<file path="src/rtl/bottling_ctrl_param.sv">
// Pill-bottling controller: BCD targets set by buttons, counts pill edges into bottles, handles faults.
// All state updates on the sampling edge; digit_out and beep are combinational from registers.
module bottling_ctrl_param #(
  parameter int PILL_DIGITS   = 3,
  parameter int BOTTLE_DIGITS = 2,
  parameter int BLINK_BIT     = 7,
  parameter int BEEP_BIT      = 8
) (
  input  logic                                       clk_1khz,
  input  logic                                       switch_clr,
  input  logic                                       btn_next,
  input  logic                                       btn_inc,
  input  logic                                       btn_start,
  input  logic                                       pill_pulse,
  input  logic                                       emergency_stop,
  input  logic                                       hopper_empty,
  input  logic                                       conveyor_jam,
  output logic [4*(PILL_DIGITS+BOTTLE_DIGITS)-1:0]   digit_out,
  output logic [2:0]                                 state_out,
  output logic [1:0]                                 err_code,
  output logic                                       beep
);

  localparam int N  = PILL_DIGITS + BOTTLE_DIGITS;
  localparam int CW = (N > 1) ? $clog2(N) : 1;
  localparam int DW = ((BLINK_BIT > BEEP_BIT) ? BLINK_BIT : BEEP_BIT) + 1;

  typedef enum logic [2:0] {
    S_SETTING = 3'd0,
    S_RUNNING = 3'd1,
    S_PAUSED  = 3'd2,
    S_DONE    = 3'd3,
    S_ERROR   = 3'd4
  } state_t;

  state_t                          state_q, state_d;
  logic [CW-1:0]                   cursor_q, cursor_d;
  logic [PILL_DIGITS-1:0][3:0]     pill_tgt_q, pill_tgt_d, pill_cnt_q, pill_cnt_d, pill_inc;
  logic [BOTTLE_DIGITS-1:0][3:0]   bot_tgt_q, bot_tgt_d, bot_cnt_q, bot_cnt_d, bot_inc;
  logic [1:0]                      err_q, err_d;
  logic [DW-1:0]                   div_q;
  logic                            next_prev_q, inc_prev_q, start_prev_q, pill_prev_q;
  logic                            next_p, inc_p, start_p, pill_p, tgt_ok;
  logic                            pill_c, bot_c;
  logic [N-1:0][3:0]               disp;

  assign next_p  = btn_next   & ~next_prev_q;
  assign inc_p   = btn_inc    & ~inc_prev_q;
  assign start_p = btn_start  & ~start_prev_q;
  assign pill_p  = pill_pulse & ~pill_prev_q;
  assign tgt_ok  = (pill_tgt_q != '0) && (bot_tgt_q != '0);

  always_ff @(posedge clk_1khz) begin
    if (switch_clr) begin
      state_q      <= S_SETTING;
      cursor_q     <= '0;
      pill_tgt_q   <= '0;
      pill_tgt_q[0] <= 4'd1;
      bot_tgt_q    <= '0;
      bot_tgt_q[0] <= 4'd1;
      pill_cnt_q   <= '0;
      bot_cnt_q    <= '0;
      err_q        <= 2'd0;
      div_q        <= '0;
      next_prev_q  <= 1'b1;
      inc_prev_q   <= 1'b1;
      start_prev_q <= 1'b1;
      pill_prev_q  <= 1'b1;
    end else begin
      state_q      <= state_d;
      cursor_q     <= cursor_d;
      pill_tgt_q   <= pill_tgt_d;
      bot_tgt_q    <= bot_tgt_d;
      pill_cnt_q   <= pill_cnt_d;
      bot_cnt_q    <= bot_cnt_d;
      err_q        <= err_d;
      div_q        <= div_q + DW'(1);
      next_prev_q  <= btn_next;
      inc_prev_q   <= btn_inc;
      start_prev_q <= btn_start;
      pill_prev_q  <= pill_pulse;
    end
  end

  // Ripple-carry BCD increments of both counts, used only on a pill edge in RUNNING
  always_comb begin
    pill_inc = pill_cnt_q;
    pill_c   = 1'b1;
    for (int i = 0; i < PILL_DIGITS; i++) begin
      if (pill_c) begin
        if (pill_inc[i] == 4'd9) pill_inc[i] = 4'd0;
        else begin
          pill_inc[i] = pill_inc[i] + 4'd1;
          pill_c      = 1'b0;
        end
      end
    end
    bot_inc = bot_cnt_q;
    bot_c   = 1'b1;
    for (int i = 0; i < BOTTLE_DIGITS; i++) begin
      if (bot_c) begin
        if (bot_inc[i] == 4'd9) bot_inc[i] = 4'd0;
        else begin
          bot_inc[i] = bot_inc[i] + 4'd1;
          bot_c      = 1'b0;
        end
      end
    end
  end

  always_comb begin
    state_d    = state_q;
    cursor_d   = cursor_q;
    pill_tgt_d = pill_tgt_q;
    bot_tgt_d  = bot_tgt_q;
    pill_cnt_d = pill_cnt_q;
    bot_cnt_d  = bot_cnt_q;
    err_d      = err_q;
    case (state_q)
      S_SETTING: begin
        // Increment targets the cursor as it was before any same-cycle advance
        if (inc_p) begin
          for (int i = 0; i < PILL_DIGITS; i++)
            if (cursor_q == CW'(i))
              pill_tgt_d[i] = (pill_tgt_q[i] == 4'd9) ? 4'd0 : pill_tgt_q[i] + 4'd1;
          for (int i = 0; i < BOTTLE_DIGITS; i++)
            if (cursor_q == CW'(PILL_DIGITS + i))
              bot_tgt_d[i] = (bot_tgt_q[i] == 4'd9) ? 4'd0 : bot_tgt_q[i] + 4'd1;
        end
        if (next_p) cursor_d = (cursor_q == CW'(N - 1)) ? '0 : cursor_q + CW'(1);
        if (start_p && tgt_ok) begin
          state_d    = S_RUNNING;
          pill_cnt_d = '0;
          bot_cnt_d  = '0;
        end
      end
      S_RUNNING: begin
        if (emergency_stop) begin
          state_d = S_ERROR;
          err_d   = 2'd1;
        end else if (conveyor_jam) begin
          state_d = S_ERROR;
          err_d   = 2'd2;
        end else if (hopper_empty) begin
          state_d = S_PAUSED;
        end else if (pill_p) begin
          if (pill_inc == pill_tgt_q) begin
            pill_cnt_d = '0;
            bot_cnt_d  = bot_inc;
            if (bot_inc == bot_tgt_q) state_d = S_DONE;
          end else begin
            pill_cnt_d = pill_inc;
          end
        end
      end
      S_PAUSED: begin
        if (emergency_stop) begin
          state_d = S_ERROR;
          err_d   = 2'd1;
        end else if (conveyor_jam) begin
          state_d = S_ERROR;
          err_d   = 2'd2;
        end else if (!hopper_empty) begin
          state_d = S_RUNNING;
        end
      end
      S_DONE: begin
        if (emergency_stop) begin
          state_d = S_ERROR;
          err_d   = 2'd1;
        end else if (start_p) begin
          state_d    = S_SETTING;
          pill_cnt_d = '0;
          bot_cnt_d  = '0;
        end
      end
      S_ERROR: begin
        if (start_p && !emergency_stop && !conveyor_jam) begin
          state_d    = S_SETTING;
          err_d      = 2'd0;
          pill_cnt_d = '0;
          bot_cnt_d  = '0;
        end
      end
      default: state_d = S_SETTING;
    endcase
  end

  always_comb begin
    if (state_q == S_SETTING) begin
      disp = {bot_tgt_q, pill_tgt_q};
      if (!div_q[BLINK_BIT])
        for (int i = 0; i < N; i++)
          if (cursor_q == CW'(i)) disp[i] = 4'hF;
    end else begin
      disp = {bot_cnt_q, pill_cnt_q};
      if (state_q == S_ERROR && !div_q[BLINK_BIT]) disp = '1;
    end
  end

  always_comb begin
    case (state_q)
      S_DONE:   beep = div_q[BEEP_BIT];
      S_ERROR:  beep = div_q[BLINK_BIT];
      S_PAUSED: beep = div_q[BEEP_BIT] & div_q[BLINK_BIT];
      default:  beep = 1'b0;
    endcase
  end

  assign digit_out = disp;
  assign state_out = state_q;
  assign err_code  = err_q;

endmodule

</file>
<file path="config.mk">
export PLATFORM = sky130hd
export DESIGN_NAME = bottling_ctrl_param
export DESIGN_NICKNAME = d
export VERILOG_FILES = /design/src/rtl/bottling_ctrl_param.sv
export SDC_FILE = /design/constraint.sdc
export NUM_CORES = 1
export LEC_CHECK = 0
export CAP_MARGIN = 20
export CORE_MARGIN = 5
export CORE_UTILIZATION = 63
export DETAILED_ROUTE_END_ITERATION = 7
export HOLD_SLACK_MARGIN = 0.03
export PLACE_DENSITY = 0.83
export REMOVE_ABC_BUFFERS = 1
export SLEW_MARGIN = 30
export SYNTH_ARGS = -nofsm -noshare
export SYNTH_HDL_FRONTEND = slang
export SYNTH_SLANG_ARGS = --single-unit
</file>
<file path="constraint.sdc">
create_clock -name clk_1khz -period 8.9 [get_ports clk_1khz]
set_clock_uncertainty 0.05 [all_clocks]
set_input_delay 1.335 -clock clk_1khz [delete_from_list [all_inputs] [get_ports clk_1khz]]
set_output_delay 1.335 -clock clk_1khz [all_outputs]
set_load 0.02 [all_outputs]
</file>
Yosys cells after proc, flatten, opt, wreduce, memory -nomap -nowiden
Cells that the tools add are included.
{ "word_totals": {"reg_bits": 61, "input_bits": 9, "out_inout_bits": 26} }
{ "op_classes": {"n_addsub": 12, "eq_ne": 36, "muxes": 66, "bitwise": 9, "n_reduce_logical": 25} }
{ "op_table": {"columns": ["op", "count"], "rows": [
  ["$mux W12", 9],
  ["$mux W4", 18],
  ["$mux W8", 9],
  ["$mux W20", 3],
  ["$pmux W12 S4", 1],
  ["$mux W3", 14],
  ["$add A4 B1 Y4 const B", 10],
  ["$eq A4 B4 Y1 const B", 10],
  ["$pmux W8 S4", 1],
  ["$ne A2 B2 Y1 const B", 10],
  ["$ne A5 B5 Y1 const B", 3],
  ["$pmux W3 S5", 1],
  ["$reduce_and A3 Y1", 5],
  ["$eq A12 B12 Y1", 1],
  ["$eq A3 B2 Y1 const B", 4],
  ["$reduce_bool A12 Y1", 1],
  ["$reduce_and A10 Y1", 1],
  ["$add A9 B1 Y9 const B", 1],
  ["$reduce_and A9 Y1", 1],
  ["$eq A8 B8 Y1", 1],
  ["$mux W2", 4],
  ["$reduce_bool A8 Y1", 1],
  ["$reduce_and A7 Y1", 1],
  ["$eq A3 B1 Y1 const B", 2],
  ["other kinds (18)", 36]
]} }

Longest topological paths before layout
{ "depth": {"word_depth": 11, "ltp_mapped": 12} }

Least setup slack after synthesis
OpenSTA, ideal clock, no wires.
{ "synth_timing": {"path_kind": "input-to-reg", "from": "input emergency_stop", "to": "register bot_cnt_q[6] in the netlist's numbering", "setup_time_ps": 72, "arrival_ps": 3242, "required_time_ps": 8778, "path_slack_ps": 5536, "cell_stages": 8, "path_buffers": 0, "path_cell_list": "or3_1 o31ai_1 o21ai_0 a31oi_1 nand2_1 or4_1 a21oi_1 o21bai_1"} }
{ "synth_via": {"elab_chain_cells": 5, "word_cells_on_any_way": 7, "cone_classes": "eq/ne: 3; reduce/logical: 4"} }
{ "synth_lines": {"columns": ["item", "line", "text"], "rows": [
  ["from (decl)", "15", "input logic emergency_stop,"],
  ["$logic_not A1 Y1", "178", "if (start_p && !emergency_stop && !conveyor_jam) begin"],
  ["$logic_and A1 B1 Y1 (2 in series)", "178", null],
  ["$ne A2 B2 Y1 (no source line)", null, null],
  ["$reduce_and A10 Y1 (no source line) *", null, null],
  ["to (signal assigned)", "75", "bot_cnt_q <= bot_cnt_d;"],
  ["to (decl)", "39", "logic [BOTTLE_DIGITS-1:0][3:0] bot_tgt_q, bot_tgt_d, bot_cnt_q, bot_cnt_d, bot_inc;"]
]} }
Mark *: on every way between the ends. The rest lies on a longest branch, timed or not.
A chain may end at the register's enable or synchronous reset.

Worst setup path after layout
{ "layout_timing": {"from": "register state_q[1], in the netlist state_out[1]", "to": "output digit_out[17]"} }
{ "layout_via": {"elab_chain_cells": 4, "word_cells_on_any_way": 5, "cone_classes": "eq/ne: 1; mux: 2; reduce/logical: 2"} }
{ "layout_lines": {"columns": ["item", "line", "text"], "rows": [
  ["from (decl)", "36", "state_t state_q, state_d;"],
  ["from (signal assigned)", "70", "state_q <= state_d;"],
  ["$eq A3 B3 Y1", "197", "if (state_q == S_ERROR && !div_q[BLINK_BIT]) disp = '1;"],
  ["$logic_and A1 B1 Y1", "197", null],
  ["$mux W20", "197", null],
  ["$mux W20 *", "190", "if (state_q == S_SETTING) begin"],
  ["to (decl)", "18", "output logic [4*(PILL_DIGITS+BOTTLE_DIGITS)-1:0] digit_out,"]
]} }
Marked as above.

==> impl_metrics.yaml <==
run_status:
  status: "finished, final reports clean"
sta:
  fmax_mhz: 237
  fin_crit_sh: 0.474
  worst_pin_slew_ps: 916
  final.setup.tns_ps: 0
  setup_viol: 0
  hold-worst-slack_ps: 401
  grt_setup_unrepaired: "no"
  slew_headroom: 0.386
  hold_violations: 0
  fin_crit_ps: 4220
  slew_violations: 0
setup_path:
  crit_start: "state_out[1]$_SDFFE_PP0P_"
  start_kind: "flip-flop"
  critPathArrivalTime_ps: 2840
  reg2reg_slack_ps: 5480
  endpoint_kind: "primary output"
  r2r-end: "bot_cnt_q[0]$_SDFFE_PP0P_"
  r2r-start: "pill_cnt_q[4]$_SDFFE_PP0P_"
  worstSetupEndpoint: "digit_out[17]"
  worstPathRequired_ps: 7520
  path_max_fanout: 12
  reg2reg_depth: 9
  worst-setup-path-type: "reg2out"
placement:
  port-buffer-count: 34
  gp_congestion: 0.955
  dp_hpwl_um: 6890
  placed_cell_area_um2: 4220
die:
  io_pins: 35
  initial_core_util: 0.638
  coreArea_um2: 6240
  die_w_um: 89.5
  die_y_um: 89.5
  rows: 29
  fp.dieArea_um2: 8010
detailed_routing:
  routedWlPerCell_um: 16.2
  vias_per_cell: 6.27
  drc: 0
  wl_um: 9660
  num_vias: 3748
  firstDrtPassIters: 6
  final_antenna_net_count: 0
  detail_route.iter0.violations: 251
synthesis:
  synth_edf_count: 0
  synth_area_um2: 3980
  synth_area_per_cell_um2: 7.92
  ys_types: 63
  synth_flop_cell: "dfxtp_1"
  ys_seq_elements: 61
  ys_seq_area_frac: 0.307
  ys_warn_count: 0
  netlist_instances: 503
  async_flop_share: 0
grt:
  grt_pass1_vias: 3334
  grt_first_pass_wirelength_um: 15800
  antenna_found_initial: 0
  grt-ovfl-total: 0
  grt_max_degree: 44
  grt_use_total: 0.254
finish:
  diodes: 0
  final_cell_mix: "dfxtp_1 (61), nor2_1 (52), nand2_1 (41)"
  area_growth_pct: 11.2
  stdcell_area_um2: 4430
  nets: 537
  final_core_utilization: 0.710
  drive_above_1_share: 0.0672
  final_common_cell: "dfxtp_1"
pwr:
  p_total_uw: 667
  vdd_ir_drop_max_uv: 141
  p_leak_nw: 1.59
  p_per_area_nw_per_um2: 150
clocking:
  cts_sinks: 61
  cts_resized: 0
  root_buffer: "clkbuf_8"
  cts_tree: "done"
  htreeDepth: 3
  cts_setup_buffers: 0
  worstSkewPairLatency_ps: 340
  numCtsBuffers: 9
  clk_pin_slew_ps: 70
  clk_path_buf_depth: 2
  ctsHoldBuffers: 0
worst_hold_path:
  hold_class: "reg2reg"
job:
  cap_violations: 0
-- synthesized netlist by cell type, types with 6 or more instances --
master,count,area (um2)
a21oi_1,36,180
clkbuf_1,22,82.6
dfxtp_1,61,1220
ha_1,12,150
inv_1,17,63.8
mux2i_1,9,90.1
nand2_1,41,154
nand3_1,18,90.1
nand3b_1,6,45.0
nand4_1,9,56.3
nor2_1,52,195
nor2b_1,15,93.8
nor3_1,17,85.1
nor3b_1,6,45.0
nor4_1,10,62.6
o21ai_0,34,170
o22a_1,19,166
xnor2_1,17,149
xor2_1,14,123
-- power breakdown --
group	internal, mW	leakage (nW)	switching [mW]
sequential	0.278	0.494	0.00828
combinational	0.0522	0.985	0.0625
clock	0.156	0.107	0.109
total	0.487	1.59	0.180
-- stage by stage --
| step | setup slack (ps) | instances |
|---|---|---|
| 3_3_place_gp | 4690 | 582 |
| 5_1_grt | 4450 | 598 |
| 6_report | 4680 | 598 |
| 3_5_place_dp | 4590 | 582 |
| 2_1_floorplan | 5370 | 468 |
| 4_1_cts | 4700 | 598 |
-- registers in the layout, indices dropped and copies added (netlist names) --
register / cells
bot_cnt_q: 8
bot_tgt_q: 8
cursor_q: 3
div_q: 9
err_code: 2
inc_prev_q: 1
next_prev_q: 1
pill_cnt_q: 12
pill_prev_q: 1
pill_tgt_q: 12
start_prev_q: 1
state_out: 3
-- routing by layer --
layer,track usage,wire [um],vias to the layer above
met1,0.339,4240,1774
met5,0,0,-
met2,0.396,4590,129
met3,0.0415,526,31
met4,0.124,305,0
li1,-,-,1814
-- cells by family (layout without fill, tap and decap cells) --
family / Yosys count / after routing / share of synthesized area
and+or+nand+nor: 215 / 215 / 0.289
AOI/OAI and AO/OA: 123 / 123 / 0.204
DFF: 61 / 61 / 0.307
buffers and inverters: 52 / 70 / 0.0719
xor gates and xnor gates: 31 / 31 / 0.0682
adders and majority gates: 12 / 12 / 0.0377
muxes: 9 / 9 / 0.0226
-- cell type report --
class,count,area (um2)
well taps,77,96.3
clock inverters,5,75.1
flip-flops and latches,61,1220
multi-input cells,390,2480
clock buffers,11,131
inverters,17,63.8
repair buffers,37,363
fillers,525,1810
-- worst max-delay path: stages, from the launching register on --
cell	delay (ps)
dfxtp_1	430
nor3_1	720
o21ai_0	480
o22a_1	330
clkdlybuf4s50_1	540
-- worst min-delay path by stage --
stage                              startpoint                   to  slack [ps]  cells past startpoint
final                     div_q[0]$_SDFF_PP0_  div_q[0]$_SDFF_PP0_         400                      1
after global routing      div_q[0]$_SDFF_PP0_  div_q[0]$_SDFF_PP0_         420                      1
after CTS                 div_q[0]$_SDFF_PP0_  div_q[0]$_SDFF_PP0_         400                      1
after detailed placement  div_q[0]$_SDFF_PP0_  div_q[0]$_SDFF_PP0_         390                      1
after global placement    div_q[0]$_SDFF_PP0_  div_q[0]$_SDFF_PP0_         380                      1
after floorplan           div_q[0]$_SDFF_PP0_  div_q[0]$_SDFF_PP0_         370                      1
Power figures use the tool's default switching activity.
